===== config.mk =====
export PLATFORM = sky130hd
export DESIGN_NAME = vmem_port_arbiter
export DESIGN_NICKNAME = d
export VERILOG_FILES = /design/src/rtl/vmem_arb_pkg.sv /design/src/rtl/vmem_port_arbiter_rr_arb2.sv /design/src/rtl/vmem_port_arbiter.sv
export SDC_FILE = /design/constraint.sdc
export NUM_CORES = 1
export LEC_CHECK = 0
export BUFFER_PORTS_ARGS = -buffer_cell sky130_fd_sc_hd__buf_2
export CAP_MARGIN = 20
export CORE_MARGIN = 3
export CORE_UTILIZATION = 42
export CTS_CLUSTER_SIZE = 20
export DETAILED_ROUTE_END_ITERATION = 8
export PLACE_DENSITY = 0.89
export SYNTH_ARGS = -nofsm -noshare
export SYNTH_HDL_FRONTEND = slang
export SYNTH_SLANG_ARGS = --single-unit

===== constraint.sdc =====
create_clock -name clk -period 2.5 [get_ports clk]
set_clock_uncertainty 0.1 [all_clocks]
set_input_delay 0.125 -clock clk [delete_from_list [all_inputs] [get_ports clk]]
set_output_delay 0.125 -clock clk [all_outputs]
set_load 0.01 [all_outputs]

===== src/rtl/vmem_arb_pkg.sv =====
// Shared types and constants for the two-requester memory port arbiter.
package vmem_arb_pkg;

    typedef enum logic [0:0] {
        IDLE    = 1'b0,
        RD_WAIT = 1'b1
    } arb_state_t;

    localparam int NUM_REQ   = 2;
    // Holds RD_LAT-1, so two bits cover read latencies 1..4.
    localparam int LAT_CNT_W = 2;

endpackage


===== src/rtl/vmem_port_arbiter_rr_arb2.sv =====
// Two-way round-robin pick: a lone requester wins, on a tie the one not served last wins.
module rr_arb2
    import vmem_arb_pkg::*;
(
    input  logic [NUM_REQ-1:0] req,
    input  logic               last,
    output logic [NUM_REQ-1:0] grant
);

    always_comb begin
        grant = '0;
        case (req)
            2'b01:   grant = 2'b01;
            2'b10:   grant = 2'b10;
            2'b11:   grant = last ? 2'b01 : 2'b10;
            default: grant = '0;
        endcase
    end

endmodule


===== src/rtl/vmem_port_arbiter.sv =====
// Shares one split-strobe memory port between two requesters with round-robin grant
// and a single outstanding read whose registered response returns to its owner.
//
// state   | meaning
// IDLE    | accepting requests; grant drives the memory port in the same cycle
// RD_WAIT | read in flight, counting down to the cycle memory data is valid
module vmem_port_arbiter
    import vmem_arb_pkg::*;
#(
    parameter int AW     = 8,
    parameter int DW     = 8,
    parameter int RD_LAT = 1
) (
    input  logic                  clk,
    input  logic                  rst,
    input  logic [NUM_REQ-1:0]    req_valid,
    input  logic [NUM_REQ-1:0]    req_we,
    input  logic [NUM_REQ*AW-1:0] req_addr,
    input  logic [NUM_REQ*DW-1:0] req_wdata,
    output logic [NUM_REQ-1:0]    req_ready,
    output logic [NUM_REQ-1:0]    rsp_valid,
    output logic [DW-1:0]         rsp_rdata,
    output logic                  mem_w_en,
    output logic [AW-1:0]         mem_w_addr,
    output logic [DW-1:0]         mem_w_data,
    output logic                  mem_r_en,
    output logic [AW-1:0]         mem_r_addr,
    input  logic [DW-1:0]         mem_r_data
);

    if (RD_LAT < 1 || RD_LAT > 4) begin : g_bad_rd_lat
        $error("vmem_port_arbiter: RD_LAT must be within 1..4");
    end

    localparam logic [LAT_CNT_W-1:0] LAT_INIT = LAT_CNT_W'(RD_LAT - 1);

    arb_state_t             state_q, state_d;
    logic [LAT_CNT_W-1:0]   lat_cnt_q;
    logic                   owner_q;
    logic                   rr_last_q;
    logic [NUM_REQ-1:0]     rsp_valid_q;
    logic [DW-1:0]          rsp_rdata_q;

    logic [NUM_REQ-1:0]     arb_req;
    logic [NUM_REQ-1:0]     grant;
    logic                   any_grant;
    logic                   grant_idx;
    logic                   sel_we;
    logic [AW-1:0]          sel_addr;
    logic [DW-1:0]          sel_wdata;
    logic                   rd_issue;

    // No grants while reset is held or while a read is outstanding.
    assign arb_req = (rst && state_q == IDLE) ? req_valid : '0;

    rr_arb2 u_rr_arb2 (
        .req   (arb_req),
        .last  (rr_last_q),
        .grant (grant)
    );

    assign any_grant = |grant;
    assign grant_idx = grant[1];
    assign sel_we    = grant_idx ? req_we[1] : req_we[0];
    assign sel_addr  = grant_idx ? req_addr[AW +: AW] : req_addr[0 +: AW];
    assign sel_wdata = grant_idx ? req_wdata[DW +: DW] : req_wdata[0 +: DW];
    assign rd_issue  = any_grant && !sel_we;

    always_comb begin
        state_d    = state_q;
        req_ready  = grant;
        mem_w_en   = 1'b0;
        mem_w_addr = '0;
        mem_w_data = '0;
        mem_r_en   = 1'b0;
        mem_r_addr = '0;
        case (state_q)
            IDLE: begin
                if (any_grant) begin
                    if (sel_we) begin
                        mem_w_en   = 1'b1;
                        mem_w_addr = sel_addr;
                        mem_w_data = sel_wdata;
                    end else begin
                        mem_r_en   = 1'b1;
                        mem_r_addr = sel_addr;
                        state_d    = RD_WAIT;
                    end
                end
            end
            RD_WAIT: begin
                if (lat_cnt_q == '0) begin
                    state_d = IDLE;
                end
            end
            default: state_d = IDLE;
        endcase
    end

    always_ff @(posedge clk) begin
        if (!rst) begin
            state_q     <= IDLE;
            lat_cnt_q   <= '0;
            owner_q     <= 1'b0;
            rr_last_q   <= 1'b1;
            rsp_valid_q <= '0;
            rsp_rdata_q <= '0;
        end else begin
            state_q     <= state_d;
            rsp_valid_q <= '0;
            if (any_grant) begin
                rr_last_q <= grant_idx;
            end
            if (rd_issue) begin
                owner_q   <= grant_idx;
                lat_cnt_q <= LAT_INIT;
            end
            if (state_q == RD_WAIT) begin
                if (lat_cnt_q != '0) begin
                    lat_cnt_q <= lat_cnt_q - LAT_CNT_W'(1);
                end else begin
                    rsp_rdata_q <= mem_r_data;
                    rsp_valid_q <= owner_q ? 2'b10 : 2'b01;
                end
            end
        end
    end

    assign rsp_valid = rsp_valid_q;
    assign rsp_rdata = rsp_rdata_q;

endmodule

==> results of run 1 <==
cell type report:
cell class | count | area, um^2
fillers | 225 | 828.3
flip-flops and latches | 15 | 300.3
multi-input cells | 115 | 698.2
repair buffers | 85 | 437.9
clock buffers | 4 | 26.28
well taps | 28 | 35.03
inverters | 3 | 13.76
Yosys cell counts (3+ instances only):
| cell type | instances | area (um^2) |
|---|---|---|
| a21oi_1 | 25 | 125.1 |
| buf_2 | 4 | 20.02 |
| clkbuf_1 | 5 | 18.77 |
| dfxtp_1 | 15 | 300.3 |
| mux2i_1 | 8 | 80.08 |
| nand2_1 | 5 | 18.77 |
| nand3_1 | 40 | 200.2 |
| nand3b_1 | 8 | 60.06 |
| nor2b_1 | 10 | 62.56 |
| o211ai_1 | 3 | 22.52 |
worst max-delay path: cells and delay by family (launching register included):
| family | cells | cell delay, ns |
|---|---|---|
| AOI/OAI and AO/OA | 1 | 0.17 |
| buffers and inverters | 2 | 0.47 |
| and+or+nand+nor | 3 | 0.65 |
| DFF | 1 | 0.34 |
layer usage:
metal / GRT usage / part of all wire
met1: 0.2280 / 0.40
met2: 0.3020 / 0.49
met3: 0.03908 / 0.10
met4: 0.08278 / 0.012
met5: 0 / 0
final timing paths:
check,depth (start not counted),startpoint,endpoint
max,6,state_q$_SDFF_PN0_,mem_w_addr[3]
min,3,mem_r_data[1],rsp_rdata[1]$_SDFFE_PN0P_
max reg2reg,5,state_q$_SDFF_PN0_,lat_cnt_q[1]$_SDFF_PN0_
min reg2reg,1,owner_q$_SDFFE_PN0P_,rsp_valid[0]$_SDFF_PP0_
flip-flops by register name (all words and copies together), names as in the netlist:
name	cells
owner_q	1
state_q	1
rr_last_q	1
rsp_rdata	8
lat_cnt_q	2
rsp_valid	2
cells by family after synthesis:
group,share of synthesized area
AOI/OAI and AO/OA,0.1949
buffers and inverters,0.07958
DFF,0.2768
muxes,0.07382
and+or+nand+nor,0.3749
power breakdown:
group / internal [uW] / switching, uW
Combinational: 86.5 / 108
Clock: 61.7 / 66.4
Sequential: 250 / 5.57
per-stage QoR:
stage / power (uW) / hold WS, ns / instances / area (um^2)
global placement: 448.8 / 0.2875 / 245 / 1470
global route: 624.2 / 0.0004325 / 250 / 1511
detailed placement: 451.9 / 0.2940 / 245 / 1470
finish: 577.3 / 0.01192 / 250 / 1511
CTS: 584.5 / 0.006408 / 249 / 1496
floorplan: 377.5 / 0.1532 / 146 / 1085
==> impl_metrics.env, run 1 <==
export IMPL_status="complete, no violations"
export IMPL_insertion_delay_ns=0.27
export IMPL_async_reset_ff_frac=0
export IMPL_cts_hold_fix_buffers=0
export IMPL_slew_headroom=0.7176
export IMPL_setup_ws_ns=0.3585
export IMPL_cts_sinks=15
export IMPL_finalWorstPathRequiredPeriod_ns=2.141
export IMPL_antennaDiodeCount=0
export IMPL_netlist_area_um2=1085
export IMPL_clk_root_buffer_cell="clkbuf_4"
export IMPL_place_worst_setup_slack_ns=0.6447
export IMPL_post_cts_repair_setup_buffers=0
export IMPL_ir_worst_vdd_mv=0.2754
export IMPL_maximum_root_to_sink_buffer_count=2
export IMPL_commonest_non_fill_non_tap_cell_in_the_layout="buf_2"
export IMPL_wire_length_of_the_first_global_routing_pass_mm=4.912
export IMPL_synth_yosys_warnings=0
export IMPL_max_clock_freq_mhz=467.0
export IMPL_timing_worst_slew_pin_value_ns=0.4237
export IMPL_cts_buffers=3
export IMPL_flop_and_latch_count_out_of_synthesis=15
export IMPL_routability_cong=0.8654
export IMPL_final_antenna_net_count=0
export IMPL_timing_setup_critical_path_class="reg2out"
export IMPL_timing_max_cap_violations=0
export IMPL_worst_ep_required_time_ns=2.28
export IMPL_critPathLaunchType="flop"
export IMPL_postSynthCellCount=146
export IMPL_dieWidth_um=56.82
export IMPL_setup_repair_after_global_routing_missed_its_margin="false"
export IMPL_die_height_um=56.82
export IMPL_grt_start_max_net_pins=29
export IMPL_drc=0
export IMPL_final_net_count=269
export IMPL_dominantRegCellSynth="dfxtp_1"
export IMPL_power_leakage_uw=0.0007286
export IMPL_worst_setup_hold_path_clk_slew_ns=0.08
export IMPL_crit_path_max_incr_delay_ns=0.34
export IMPL_drt_initial_drc_count=32
export IMPL_clock_h_tree_levels=1
export IMPL_maxSlewViolCount=0
export IMPL_detail_route_wirelength_mm=3.070
export IMPL_placement_rows=17
export IMPL_start_util=0.4636
export IMPL_dp_final_hpwl_mm=2.385
export IMPL_drt_wl_cell_um=12.28
export IMPL_gr_usage_all_layers=0.1838
export IMPL_synth_sequential_area_ratio=0.2768
export IMPL_worst_ep_arrival_time_ns=1.92
export IMPL_critical_path_cell_chain="and2b_4 > nand3_4 > inv_4 > nand3_1 > a21oi_1 > buf_2"
export IMPL_avgViaCountPerCell=5.444
export IMPL_timing_setup_tns_ns=0
export IMPL_cp_max_fo=27
export IMPL_grt_antenna_before_repair=0
export IMPL_crit_slowest_cell="dfxtp_1"
export IMPL_synthesis_area_per_instance_um2=7.430
export IMPL_cts_repair_resized=0
export IMPL_floorplan_die_area_um2=3229
export IMPL_detailedRoute_firstPassIterationCount=4
export IMPL_cp_end_kind="primary output"
export IMPL_mostFrequentLayoutCells="83 x buf_2, 40 x nand3_1, 25 x a21oi_1, 15 x dfxtp_1, 10 x nor2b_1"
export IMPL_share_of_layout_cells_above_drive_strength_1=0.4279
export IMPL_core_region_area_um2=2340
export IMPL_finalHoldViolCount=0
export IMPL_timing_final_crit_share=0.8566
export IMPL_first_global_vias=1176
export IMPL_postLayoutCoreUtil=0.6460
export IMPL_global_route_overflow_total=0
export IMPL_power_per_cell_area_nw_per_um2=382.0
export IMPL_cts_tree="done"
export IMPL_area_growth_pct=39.33
export IMPL_synth_edf_count=0
export IMPL_holdCritPathClass="in2reg"
export IMPL_reg2reg_setup_slack_ns=0.80
export IMPL_syn_nets=192
export IMPL_number_of_ports_placed_on_the_die_boundary=84
export IMPL_total_number_of_vias=1361
export IMPL_io_buffer_count=83
export IMPL_setup_violations_final=0
export IMPL_yosys_cell_types_count=29
No activity file was read; power rests on OpenSTA's default activity.
==> inputs of run 2 (changes only) <==
CORE_MARGIN = unset   (was 3)
REMOVE_ABC_BUFFERS = 1   (was unset)
==> impl_metrics.env, run 2 (synthesis results as in run 1) <==
export IMPL_finalWorstPathRequiredPeriod_ns=2.169
export IMPL_cp_max_fo=27
export IMPL_cell_internal_pwr_uw=399.7
export IMPL_antennaDiodeCount=0
export IMPL_slew_headroom=0.7146
export IMPL_worst_setup_hold_path_clk_slew_ns=0.09
export IMPL_io_buffer_count=83
export IMPL_global_route_overflow_total=0
export IMPL_timing_setup_tns_ns=0
export IMPL_grt_antenna_before_repair=0
export IMPL_highest_layer="met4"
export IMPL_clkPwrFrac=0.234
export IMPL_maxSlewViolCount=0
export IMPL_final_antenna_net_count=0
export IMPL_power_leakage_uw=0.0007480
export IMPL_timing_max_cap_violations=0
export IMPL_finalHoldViolCount=0
export IMPL_dp_final_hpwl_mm=2.182
export IMPL_worst_ep_arrival_time_ns=1.94
export IMPL_wire_length_of_the_first_global_routing_pass_mm=4.416
export IMPL_status="complete, no violations"
export IMPL_total_number_of_vias=1348
export IMPL_dieWidth_um=52.82
export IMPL_commonest_non_fill_non_tap_cell_in_the_layout="buf_2"
export IMPL_crit_slowest_cell="dfxtp_1"
export IMPL_timing_final_crit_share=0.8677
export IMPL_area_growth_pct=43.37
export IMPL_p_sw_uw=193.8
export IMPL_postLayoutCoreUtil=0.6335
export IMPL_power_share_switching=0.3265
export IMPL_clk_root_buffer_cell="clkbuf_4"
export IMPL_worst_ep_required_time_ns=2.28
export IMPL_fillers=225
export IMPL_holdCritPathClass="in2reg"
export IMPL_timing_worst_slew_pin_value_ns=0.4281
export IMPL_detail_route_wirelength_mm=2.944
export IMPL_insertion_delay_ns=0.29
export IMPL_drt_wl_cell_um=11.50
export IMPL_place_worst_setup_slack_ns=0.6608
export IMPL_first_global_vias=1094
export IMPL_cts_tree="done"
export IMPL_setup_repair_after_global_routing_missed_its_margin="false"
export IMPL_worstRegToRegCells=5
export IMPL_final_net_count=273
export IMPL_min_delay_path_depth=3
export IMPL_ir_worst_vdd_mv=0.3083
export IMPL_start_util=0.4419
export IMPL_seq_power_share=0.431
export IMPL_detailedRoute_firstPassIterationCount=4
export IMPL_share_of_layout_cells_above_drive_strength_1=0.4248
export IMPL_placement_rows=18
export IMPL_met3WireLength_um=263
export IMPL_mostFrequentLayoutCells="83 x buf_2, 40 x nand3_1, 25 x a21oi_1, 15 x dfxtp_1, 10 x nor2b_1"
export IMPL_die_height_um=52.82
export IMPL_routed_wl_met2_mm=1.413
export IMPL_floorplan_die_area_um2=2790
export IMPL_routability_cong=0.7745
export IMPL_core_region_area_um2=2455
export IMPL_critical_path_cell_chain="and2b_4 > nand3_4 > inv_4 > nand3_1 > a21oi_1 > buf_2"
export IMPL_avgViaCountPerCell=5.266
export IMPL_power_combinational_fraction=0.335
export IMPL_grt_start_max_net_pins=29
export IMPL_maximum_root_to_sink_buffer_count=2
export IMPL_gr_usage_all_layers=0.2120
export IMPL_setup_ws_ns=0.3308
export IMPL_cts_buffers=3
export IMPL_largest_register_ff_count=8
export IMPL_drt_initial_drc_count=27
export IMPL_number_of_ports_placed_on_the_die_boundary=84
export IMPL_setup_violations_final=0
export IMPL_timing_setup_critical_path_class="reg2out"
export IMPL_power_per_cell_area_nw_per_um2=381.6
export IMPL_drc=0
export IMPL_clock_h_tree_levels=1
export IMPL_critPathLaunchType="flop"
export IMPL_max_clock_freq_mhz=461.0
export IMPL_cp_end_kind="primary output"
export IMPL_cts_sinks=15
export IMPL_crit_path_max_incr_delay_ns=0.34
export IMPL_wl_met1_mm=1.247
[run 2: cell count changes in the layout (fill, tap and decap cells not counted)]
cell,delta
clkbuf_1,-1
clkinv_2,+1
dlygate4sd3_1,+4
[run 2: repair_timing]
action	in CTS	in global routing
setup buffers	0	0
endpoints found under the hold margin	4	0
hold buffers	4	0
setup endpoints to repair	0	0
resized for setup	0	0
[run 2: worst max-delay path, delay by kind of cell (launching register included)]
family,cells,cell delay (ns)
AO/OA/AOI/OAI,1,0.16
buffers and inverters,2,0.47
flip-flops,1,0.34
AND/OR/NAND/NOR,3,0.68
[run 2: final timing paths]
check / start / to / slack (ns)
max reg2reg: state_q$_SDFF_PN0_ / state_q$_SDFF_PN0_ / 0.77
min reg2reg: owner_q$_SDFFE_PN0P_ / rsp_valid[0]$_SDFF_PP0_ / 0.36
max: state_q$_SDFF_PN0_ / mem_w_data[1] / 0.33
min: mem_r_data[1] / rsp_rdata[1]$_SDFFE_PN0P_ / 0.002
[run 2: metrics by stage]
| stage | instances | area [um^2] | total power, uW | hold WS [ns] |
|---|---|---|---|---|
| 6_report | 256 | 1555 | 593.5 | 0.002466 |
| 5_1_grt | 256 | 1555 | 631.1 | 0.01449 |
| 4_1_cts | 255 | 1540 | 595.1 | 0.00006045 |
| 3_5_place_dp | 247 | 1473 | 451.3 | 0.2965 |
| 3_3_place_gp | 247 | 1473 | 448.5 | 0.2887 |
| 2_1_floorplan | 133 | 1012 | 358.7 | 0.1139 |
[run 2: cell type report]
cell class	instances	area, um^2	share of cell area
repair buffers	89	478.0	0.3073
clock buffers	3	22.52	0.01448
clock inverters	1	5.005	0.003218
inverters	3	13.76	0.008850
well taps	30	37.54	0.02414
multi-input cells	115	698.2	0.4489
flip-flops and latches	15	300.3	0.1931
[run 2: power by group through the flow]
stage               logic, uW  registers, uW  clock network (uW)
detailed placement        190            261                   0
global placement          188            260                   0
global route              220            257                 155
floorplan                94.8            264                   0
finish                    199            256                 139
CTS                       196            256                 144
[run 2: routing by layer]
metal | track usage | up-vias
met5 | 0 | -
met2 | 0.3776 | 76
met4 | 0.08333 | 0
li1 | - | 685
met3 | 0.04638 | 4
met1 | 0.2410 | 583
